<file path="config.mk">
export PLATFORM = sky130hd
export DESIGN_NAME = matrix_result_serializer
export DESIGN_NICKNAME = d
export VERILOG_FILES = /design/src/rtl/matrix_result_serializer.sv
export SDC_FILE = /design/constraint.sdc
export NUM_CORES = 1
export LEC_CHECK = 0
export CORE_MARGIN = 5
export CORE_UTILIZATION = 37
export CTS_CLUSTER_DIAMETER = 150
export CTS_CLUSTER_SIZE = 20
export DETAILED_ROUTE_END_ITERATION = 10
export REMOVE_ABC_BUFFERS = 1
export SLEW_MARGIN = 20
export SYNTH_ARGS = -nofsm -noshare
export SYNTH_HDL_FRONTEND = slang
export SYNTH_SLANG_ARGS = --single-unit
</file>
<file path="constraint.sdc">
create_clock -name clk -period 2.1 [get_ports clk]
set_clock_uncertainty 0.15 [all_clocks]
set_input_delay 0.21 -clock clk [delete_from_list [all_inputs] [get_ports clk]]
set_output_delay 0.21 -clock clk [all_outputs]
set_load 0.01 [all_outputs]
</file>
<file path="src/rtl/matrix_result_serializer.sv">
// ---------------------------------------------------------------------------
// matrix_result_serializer
//
// Output stage of the 3x3 matrix-multiply pipeline. When the sequencer raises
// start, the nine result elements are frozen into a shadow register. They are
// then streamed over an 8-bit valid/ready bus in row-major order. Each element
// is zero-extended to a whole number of bytes and sent most-significant byte
// first. When the last byte has been accepted, done is raised and held until
// start drops.
//
// Ports:
//   clk        single clock, rising-edge
//   rst        synchronous active-high reset (priority over everything)
//   start      level from sequencer, high during the output phase
//   c_flat     N_ELEM*ELEM_W result bus, element i at [i*ELEM_W +: ELEM_W]
//   out_ready  downstream accepts the current byte
//   out_data   current byte (8'h00 when not valid)
//   out_valid  out_data holds a valid byte
//   done       whole matrix transferred
// ---------------------------------------------------------------------------
module matrix_result_serializer #(
  parameter int N_ELEM = 9,
  parameter int ELEM_W = 18
) (
  input  logic                       clk,
  input  logic                       rst,
  input  logic                       start,
  input  logic [N_ELEM*ELEM_W-1:0]   c_flat,
  input  logic                       out_ready,
  output logic [7:0]                 out_data,
  output logic                       out_valid,
  output logic                       done
);

  localparam int BYTES_PER_ELEM = (ELEM_W + 7) / 8;
  localparam int PAD_W          = BYTES_PER_ELEM * 8;

  localparam logic [1:0] ST_IDLE = 2'd0;
  localparam logic [1:0] ST_SEND = 2'd1;
  localparam logic [1:0] ST_DONE = 2'd2;

  localparam logic [3:0] LAST_ELEM = 4'(N_ELEM - 1);
  localparam logic [1:0] LAST_BYTE = 2'(BYTES_PER_ELEM - 1);

  logic [1:0]               state_q,  state_d;
  logic [3:0]               elem_q,   elem_d;
  logic [1:0]               byte_q,   byte_d;
  logic [N_ELEM*ELEM_W-1:0] shadow_q, shadow_d;

  logic [ELEM_W-1:0] cur_elem;
  logic [PAD_W-1:0]  cur_padded;
  logic [7:0]        cur_byte;
  logic              xfer;

  // Pick the element addressed by the element counter out of the shadow copy,
  // zero-extend it, then pick the byte addressed by the byte counter with
  // byte 0 being the most significant one.
  always_comb begin
    cur_elem = '0;
    for (int i = 0; i < N_ELEM; i++) begin
      if (elem_q == 4'(i)) begin
        cur_elem = shadow_q[i*ELEM_W +: ELEM_W];
      end
    end
    cur_padded = PAD_W'(cur_elem);
    cur_byte   = 8'h00;
    for (int b = 0; b < BYTES_PER_ELEM; b++) begin
      if (byte_q == 2'(b)) begin
        cur_byte = cur_padded[(BYTES_PER_ELEM-1-b)*8 +: 8];
      end
    end
  end

  // Outputs are decoded straight from the state so that valid rises exactly
  // one cycle after start is sampled and the bus reads 8'h00 when idle.
  always_comb begin
    out_valid = (state_q == ST_SEND);
    done      = (state_q == ST_DONE);
    out_data  = out_valid ? cur_byte : 8'h00;
    xfer      = out_valid && out_ready;
  end

  // Next-state logic. The shadow register is only loaded on the IDLE->SEND
  // edge, which isolates the stream from later c_flat changes and from
  // start toggling while a transfer is in flight.
  always_comb begin
    state_d  = state_q;
    elem_d   = elem_q;
    byte_d   = byte_q;
    shadow_d = shadow_q;
    case (state_q)
      ST_IDLE: begin
        if (start) begin
          state_d  = ST_SEND;
          shadow_d = c_flat;
          elem_d   = 4'd0;
          byte_d   = 2'd0;
        end
      end
      ST_SEND: begin
        if (xfer) begin
          if (byte_q == LAST_BYTE) begin
            byte_d = 2'd0;
            if (elem_q == LAST_ELEM) begin
              elem_d  = 4'd0;
              state_d = ST_DONE;
            end else begin
              elem_d = elem_q + 4'd1;
            end
          end else begin
            byte_d = byte_q + 2'd1;
          end
        end
      end
      ST_DONE: begin
        if (!start) begin
          state_d = ST_IDLE;
        end
      end
      default: begin
        state_d = ST_IDLE;
        elem_d  = 4'd0;
        byte_d  = 2'd0;
      end
    endcase
  end

  // State registers with synchronous reset; a reset mid-stream simply drops
  // back to IDLE so the next start replays from element 0, byte 0.
  always_ff @(posedge clk) begin
    if (rst) begin
      state_q  <= ST_IDLE;
      elem_q   <= 4'd0;
      byte_q   <= 2'd0;
      shadow_q <= '0;
    end else begin
      state_q  <= state_d;
      elem_q   <= elem_d;
      byte_q   <= byte_d;
      shadow_q <= shadow_d;
    end
  end

endmodule

</file>
==> impl_summary.md, run 1 <==
Pwr
The part of the power in registers is 45.0%. IR analysis of the VDD net gives a maximum drop of 0.000475 V. The switching part of the total is 24.6%. For this design the ratio of total power to cell area is 670 nW/µm². The cell internal power dissipation is 5880 µW. The analysis attributes to cell leakage a power of 0.00434 µW. The clock network accounts for 40.6% of the total power. The power spent charging and discharging nets is 1920 µW. The combinational power share is 14.4%.

Finish
The post-route netlist has 15.6% of its cells at a drive strength greater than 1. 0 antenna diodes ended up in the layout. The filler cell count is 2021. The number of nets in the layout is 1487. The area occupied by registers is 3410 µm².

The post-synthesis to final-layout area growth is 48.7%. After the flow finishes, the layout carries non-filler instances totaling 1605. The area of the multi-input gates is 4230 µm².

Critical path
The type of origin of the critical path is a register. STA classifies the critical path endpoint as a primary output. The data required time of the worst path is 1.74 ns. Of all nets on the critical path, the largest fanout is 6. The setup path with the least slack is of type register to primary output.

STA puts the critical path data arrival time at 2.47 ns.

Placed design
Input and output buffers added on the ports amount to 175. The global placement routability congestion is 0.886. In this run, placement finished with an instance count of 1544. The HPWL after detailed placement is 18100 µm.

Global route
The number of antenna violations at the first check in global routing is 0. After global routing the overflow that remains totals 0. The first global-routing pass estimated 40600 µm of wire. For this run, the total global-route usage over all layers was measured as 20.7%. The maximum number of pins on one net before global-route repair is 66.

The via count of the first global-routing pass came to 7941.

STA
Timing would allow up to 0.354 GHz. After routing, the total negative slack on setup checks comes to -5.00 ns. The count of endpoints failing hold in the final timing report is 0. Setup violations remaining at the end of the flow were counted as 8. After layout, the worst setup slack is -0.725 ns. The count of pins over their slew limit is 0. The relative slew slack is 70.1%. The slew at the pin closest to its max-slew limit is 0.443 ns.

Setup repair after global routing could not meet its margin everywhere. The minimum period implied by the final worst setup slack is 2.83 ns. Dividing the final minimum period by the clock period gives 135%.

Die
The floorplan step defined a die boundary enclosing 24200 µm². The floorplan core area is 21000 µm². The die width is 155 µm. The overall die height is 155 µm. Pin placement for this block handled 176 I/O pins.

The total number of placement rows is 53. For this configuration, the core starts out at a cell density of 37.4%.

Clock network
The total number of clock tree sinks is 170. The latest clock arrival within the worst-skew pair is 0.42 ns. The clock-pin slew on the worst setup and hold paths is 0.06 ns. The number of clock buffers added by TritonCTS is 17. The TritonCTS clock tree is yes. The library cell used as clock root buffer is sky130_fd_sc_hd__clkbuf_16. No sink is reached through more buffers than the 2 on the longest clock path. The number of levels the H-tree was split into is 4.

Yosys
The number of synthesized flops with an enable pin is 0. In this run, synthesis produced a sequential element count of 170. For this run, asynchronously set or reset flops after synthesis account for 0%. The summed instance area of the synthesized netlist is 7830 µm². Sorting the synthesized cells by area gives the leading types as sky130_fd_sc_hd__dfxtp_1 (43%), sky130_fd_sc_hd__nand2_1 (18%), sky130_fd_sc_hd__a21oi_1 (14%).

The share of the synthesized area in the top cell type is 43.5%. The distinct cell type count of the synthesized netlist is 49. Yosys printed 0 warnings.

The dominant register cell in the synthesized netlist is sky130_fd_sc_hd__dfxtp_1. Of all cell types, the one taking the most synthesized area is sky130_fd_sc_hd__dfxtp_1. In the synthesized netlist, the cells that appear most often are sky130_fd_sc_hd__nand2_1 (376), sky130_fd_sc_hd__a21oi_1 (213), sky130_fd_sc_hd__dfxtp_1 (170). After synthesis, flip-flops and latches occupy 43.5% of the total area. The cell count after synthesis is 1100.

In the post-synthesis netlist, the cell with the most instances is sky130_fd_sc_hd__nand2_1. The average instance area after synthesis is 7.12 µm².

Routing
The detailed-routing iteration count for the pre-antenna-repair pass is 5. Summed over all layers, the routed wires come to 25900 µm. The number of vias after detailed routing is 8256.

Using the TritonRoute via totals, the vias-per-cell ratio works out to 5.14. The remaining routing DRC violations is 0. The initial detailed-routing violation count is 429. Once detail routing completed, the nets flagged for antenna violations numbered 0. Dividing the detail-routed wire length by the instance count gives 16.1 µm.

Run status
The run finished, with violations left. The final reports fail on setup timing.

Run
The number of max-capacitance violations reported is 0.

Hold path
The tightest min-delay check is of the primary input to register type.
==> power groups by stage <==
stage / Sequential, µW / Clock (µW) / Combinational, µW
4_1_cts: 3510 / 3230 / 1110
2_1_floorplan: 3540 / 0 / 475
5_1_grt: 3530 / 3380 / 1240
6_report: 3510 / 3170 / 1120
3_3_place_gp: 3580 / 0 / 1030
3_5_place_dp: 3580 / 0 / 1040
==> flip-flops by register name, indices dropped and copies added (netlist names) <==
register and cells:
shadow_q 162, elem_q 4, byte_q 2, state_q 2
==> metrics by stage <==
stage | util [%] | hold WS [ns] | instance area [µm²] | power [µW] | setup WS [ns]
after global placement | 49.7 | 0.289 | 10400 | 4610 | -0.746
after floorplan | - | 0.129 | 7450 | 4020 | -7.34
after global routing | 55.6 | 0.00616 | 11600 | 8150 | -0.888
after detailed placement | 49.7 | 0.294 | 10400 | 4620 | -0.793
final | 55.6 | 0.0238 | 11600 | 7810 | -0.725
after CTS | 54.8 | 0.00560 | 11500 | 7850 | -0.727
==> routing by layer <==
layer	track usage, %	routed length, µm	vias to the layer above
li1	-	-	4155
met1	27.3	11700	3842
met2	35.0	12200	226
met3	4.37	1510	33
met4	4.71	478	0
met5	0	0	-
==> final timing paths <==
check / startpoint / to / slack [ns] / cells past startpoint
max: elem_q[1]$_SDFFE_PP0P_ / out_data[1] / -0.73 / 10
min: rst / shadow_q[122]$_SDFFE_PP0P_ / 0.02 / 2
max reg2reg: elem_q[0]$_SDFFE_PP0P_ / elem_q[2]$_SDFFE_PP0P_ / 0.09 / 8
min reg2reg: shadow_q[104]$_SDFFE_PP0P_ / shadow_q[104]$_SDFFE_PP0P_ / 0.30 / 2
==> timing repair <==
action                     CTS  global route
setup buffers               20             7
hold buffers                 0             0
resized for setup          106            27
cloned                       4             1
setup endpoints to repair    9             9
pin swaps                   40            21
==> logic make-up after synthesis <==
group / after synthesis / share of synthesized area, %
compound gates: 331 / 24.4
fa+ha+maj: 4 / 0.639
buf+inv: 118 / 6.06
flops: 170 / 43.5
mux: 3 / 0.415
simple gates: 474 / 25.0
==> cell type report <==
type	instances	share of cell area, %
clock buffers	21	3.78
inverters	26	0.859
flip-flops and latches	170	29.3
well taps	275	2.95
repair buffers	290	25.5
multi-input cells	812	36.3
clock inverters	11	1.26
==> cell usage in the layout, fill, tap and decap left out, drive strengths merged, types with 4 or more instances in the layout <==
| cell | count |
|---|---|
| nor3 | 4 |
| nor2b | 15 |
| nand3 | 7 |
| a21oi | 213 |
| o221ai | 4 |
| a22oi | 7 |
| o21ai | 37 |
| inv | 27 |
| clkinvlp | 5 |
| clkdlybuf4s50 | 165 |
| a221oi | 11 |
| o2bb2ai | 5 |
| o211ai | 7 |
| nor2 | 32 |
| dfxtp | 170 |
| nand2b | 13 |
| clkbuf | 22 |
| a32oi | 4 |
| a32o | 4 |
| a31oi | 7 |
| nand3b | 10 |
| ha | 4 |
| nand2 | 376 |
| o22ai | 6 |
| buf | 123 |
| a211oi | 9 |
| nor3b | 4 |
==> worst max-delay path, stage by stage, from the launching register on <==
cell and delay [ns]:
sky130_fd_sc_hd__dfxtp_4 0.38, sky130_fd_sc_hd__buf_4 0.12, sky130_fd_sc_hd__ha_4 0.17, sky130_fd_sc_hd__buf_4 0.15
sky130_fd_sc_hd__buf_4 0.13, sky130_fd_sc_hd__a21oi_1 0.07, sky130_fd_sc_hd__a311oi_1 0.33, sky130_fd_sc_hd__a31oi_1 0.07
sky130_fd_sc_hd__o211ai_1 0.24, sky130_fd_sc_hd__and3_1 0.23, sky130_fd_sc_hd__buf_2 0.15
No activity file was read; power rests on OpenSTA's default activity.
==> run 2: changes to the inputs <==
Settings changed: CORE_MARGIN 5 to 2, GPL_TIMING_DRIVEN set to 0.
==> run 2 against run 1 <==
Net effect:
- the flow still finishes with violations (setup timing)
- clock-buffer cell count down 4
- utilization down 0.34 points
- fmax up 1.1%
- die area down 7.6%
- hold slack better by 0.018 ns
- global-route usage up 4.0 points
- via count up 0.33%
- clock power up 11%
- first-iteration DRC count up 31%
- worst setup slack better by 0.031 ns
- non-clock buffer count down 31
- power up 4.7%
- critical path type unchanged
==> impl_summary.md, run 2 (synthesis results as in run 1) <==
Run status
Status: finished with violations (unchanged). Violations in the final reports: setup timing (unchanged).

STA
The count of pins over their slew limit is 0 (unchanged). The minimum period implied by the final worst setup slack is 2.79 ns (was 2.83 ns). The share of the clock period used by the worst path after layout is 133% (was 135%). The slew at the pin closest to its max-slew limit came to 0.617 ns (was 0.443 ns).

The count of final setup violators is 9 (was 8). The count of endpoints failing hold in the final timing report is 0 (unchanged). The least setup slack across all paths after layout was -0.694 ns (was -0.725 ns). The relative slew slack is 58.9% (was 70.1%). The fmax was 0.358 GHz (was 0.354 GHz). Unrepaired setup endpoints after global routing: true (unchanged).

The tightest hold margin is 0.0416 ns (was 0.0238 ns).

Global route
The total routing resource utilization after global routing is 24.7% (was 20.7%). The remaining global-route overflow is 0 (unchanged). The number of antenna violations at the first check in global routing is 1 (was 0). The maximum number of pins on one net before global-route repair is 88 (was 66).

The wire length of the first global-routing pass was 42400 µm (was 40600 µm). The via count of the first global-routing pass is 7759 (was 7941).

Die
The starting density of the core is 37.5% (was 37.4%). The top-level port count was 176 (unchanged). The floorplan die area is 22300 µm² (was 24200 µm²). The die width is 149 µm (was 155 µm). The total number of placement rows is 53 (unchanged). The overall die height is 149 µm (was 155 µm). The floorplan core area was 20900 µm² (was 21000 µm²).

Routing
The overall routed net length came to 28500 µm (was 25900 µm). The detailed-routing iteration count for the pre-antenna-repair pass was 7 (was 5). The number of vias after detailed routing is 8283 (was 8256). The remaining routing DRC violations is 0 (unchanged). The number of nets with antenna violations after detailed routing is 0 (unchanged). The initial detailed-routing violation count was 564 (was 429). The average detailed-routed wire length per instance is 18.1 µm (was 16.1 µm). The via-per-instance ratio is 5.26 (was 5.14).

Critical path
The type of origin of the critical path is a register (unchanged). The arrival time at the worst endpoint was 2.43 ns (was 2.47 ns). The kind of end point of the critical path was a primary output (unchanged). The data required time of the worst path is 1.74 ns (about the same). The startpoint-to-endpoint class of the critical path is register to primary output (unchanged). The number of buffers and inverters on the critical path came to 3 (was 4). List of cells traversed by the critical path: inv_4, ha_4, buf_8, nor3b_1, o311ai_2, o2111ai_1, o22ai_2, and3_1, buf_2 (was buf_4, ha_4, buf_4, buf_4, a21oi_1, a311oi_1, a31oi_1, o211ai_1, and3_1, buf_2). The family with the most delay on the worst path is compound AO/OA/AOI/OAI gates (unchanged).

The maximum fanout along the worst path is 12 (was 6). The highest cell delay on the worst timing path is 0.41 ns (was 0.38 ns). The critical path's slowest cell is sky130_fd_sc_hd__dfxtp_4 (unchanged).

Placed design
The count of placed standard cells including taps came to 1479 (was 1544). The total of buffers placed on input and output ports came to 175 (unchanged). The post-placement worst setup slack is -2.07 ns (was -0.793 ns). The HPWL after detailed placement came to 15700 µm (was 18100 µm).

The global placement routability congestion is 0.760 (was 0.886). The placement-stage cell area was 9890 µm² (was 10400 µm²).

Pwr
The total leakage power came to 0.00425 µW (was 0.00434 µW). The peak ir drop on the vdd network is 0.000495 V (was 0.000475 V). The total power per unit cell area came to 709 nW/µm² (was 670 nW/µm²).

Clock network
The number of levels the H-tree was split into is 4 (unchanged). The total number of clock tree sinks was 170 (unchanged). The clock-pin slew on the worst setup and hold paths was 0.07 ns (was 0.06 ns). The TritonCTS clock tree is yes (unchanged). The hold-fix buffer count after cts was 0 (unchanged). The latest clock arrival within the worst-skew pair is 0.43 ns (was 0.42 ns).

The library cell used as clock root buffer is sky130_fd_sc_hd__clkbuf_16 (unchanged). The CTS buffer count came to 17 (unchanged). The maximum clock path buffer count was 2 (unchanged).

Finish
Leading registers by flop count: shadow_q x162, elem_q x4 (unchanged). The largest register by flop count is shadow_q (unchanged). The number of nets in the layout is 1457 (was 1487). The post-layout instance count excluding filler cells came to 1575 (was 1605). The fraction of final layout cells with drive strength greater than 1 was 14.5% (was 15.6%). The filler cell count is 2042 (was 2021).

The leading cell type in the layout, fill and taps excluded is sky130_fd_sc_hd__nand2_1 (unchanged). The post-synthesis to final-layout area growth was 47.4% (was 48.7%). Leading cell types in the layout, fill and taps excluded: sky130_fd_sc_hd__nand2_1 (375), sky130_fd_sc_hd__a21oi_1 (205), sky130_fd_sc_hd__clkdlybuf4s50_1 (165) (was sky130_fd_sc_hd__nand2_1 (375), sky130_fd_sc_hd__a21oi_1 (207), sky130_fd_sc_hd__dfxtp_1 (168)).

The summed area of non-filler cells in the final layout is 11500 µm² (was 11600 µm²). The number of flip-flops in the largest register is 162 (unchanged).

Run
The number of max-capacitance violations reported came to 0 (unchanged).

Hold path
The class of the worst hold path is primary input to register (unchanged).
==> run 2: cell count changes in the layout (fill, tap and decap cells not counted), sizes merged <==
cell and delta:
buf -35, bufinv +2, dlygate4sd2 -1, clkinv +1, clkbuf -3, clkinvlp -3, dlymetal6s2s +1, inv +3
nand3b +1, diode +1, bufbuf +3
==> run 2: metal layers <==
layer	up-vias	part of all wire, %	GRT usage (%)
met1	3861	43	32.0
li1	4092	-	-
met4	0	1.9	7.00
met5	-	0	0
met3	46	7.1	4.70
met2	284	48	42.0
==> run 2: path summary, 6_finish.rpt <==
check | start | to | slack [ns] | depth (start not counted)
setup / recovery | elem_q[0]$_SDFFE_PP0P_ | out_data[1] | -0.69 | 9
hold / removal | rst | shadow_q[42]$_SDFFE_PP0P_ | 0.04 | 2
setup reg to reg | elem_q[1]$_SDFFE_PP0P_ | elem_q[3]$_SDFFE_PP0P_ | -0.01 | 10
hold reg to reg | shadow_q[102]$_SDFFE_PP0P_ | shadow_q[102]$_SDFFE_PP0P_ | 0.30 | 2
==> run 2: final cells by class <==
| class | count | area, µm² | share of cell area [%] |
|---|---|---|---|
| sequential | 170 | 3420 | 29.7 |
| multi-input combinational | 813 | 4270 | 37.0 |
| clock buffer | 17 | 425 | 3.69 |
| tap | 275 | 344 | 2.98 |
| clock inverter | 14 | 218 | 1.89 |
| inverter | 26 | 100 | 0.867 |
| timing repair buffer | 259 | 2750 | 23.9 |
| antenna | 1 | 2.50 | 0.0217 |
==> run 2: what timing repair did <==
item | CTS | global route
pin swaps | 36 | 16
buffers inserted | 45 | 14
gates cloned | 6 | 2
resized for setup | 100 | 42
setup endpoints to repair | 55 | 26
==> run 2: stage by stage <==
| stage | power [µW] | TNS (ns) | util (%) |
|---|---|---|---|
| after floorplan | 4020 | -1207.47 | - |
| after global placement | 4600 | -2111.02 | 45.7 |
| after detailed placement | 4570 | -53.85 | 47.3 |
| after CTS | 8150 | -5.42 | 53.8 |
| after global routing | 8450 | -6.05 | 55.2 |
| final | 8180 | -5.25 | 55.2 |
==> run 2: report_power, final <==
group	switching [µW]	total (µW)	internal, µW
combinational	544	1150	608
sequential	93.9	3490	3400
clock	1410	3530	2120
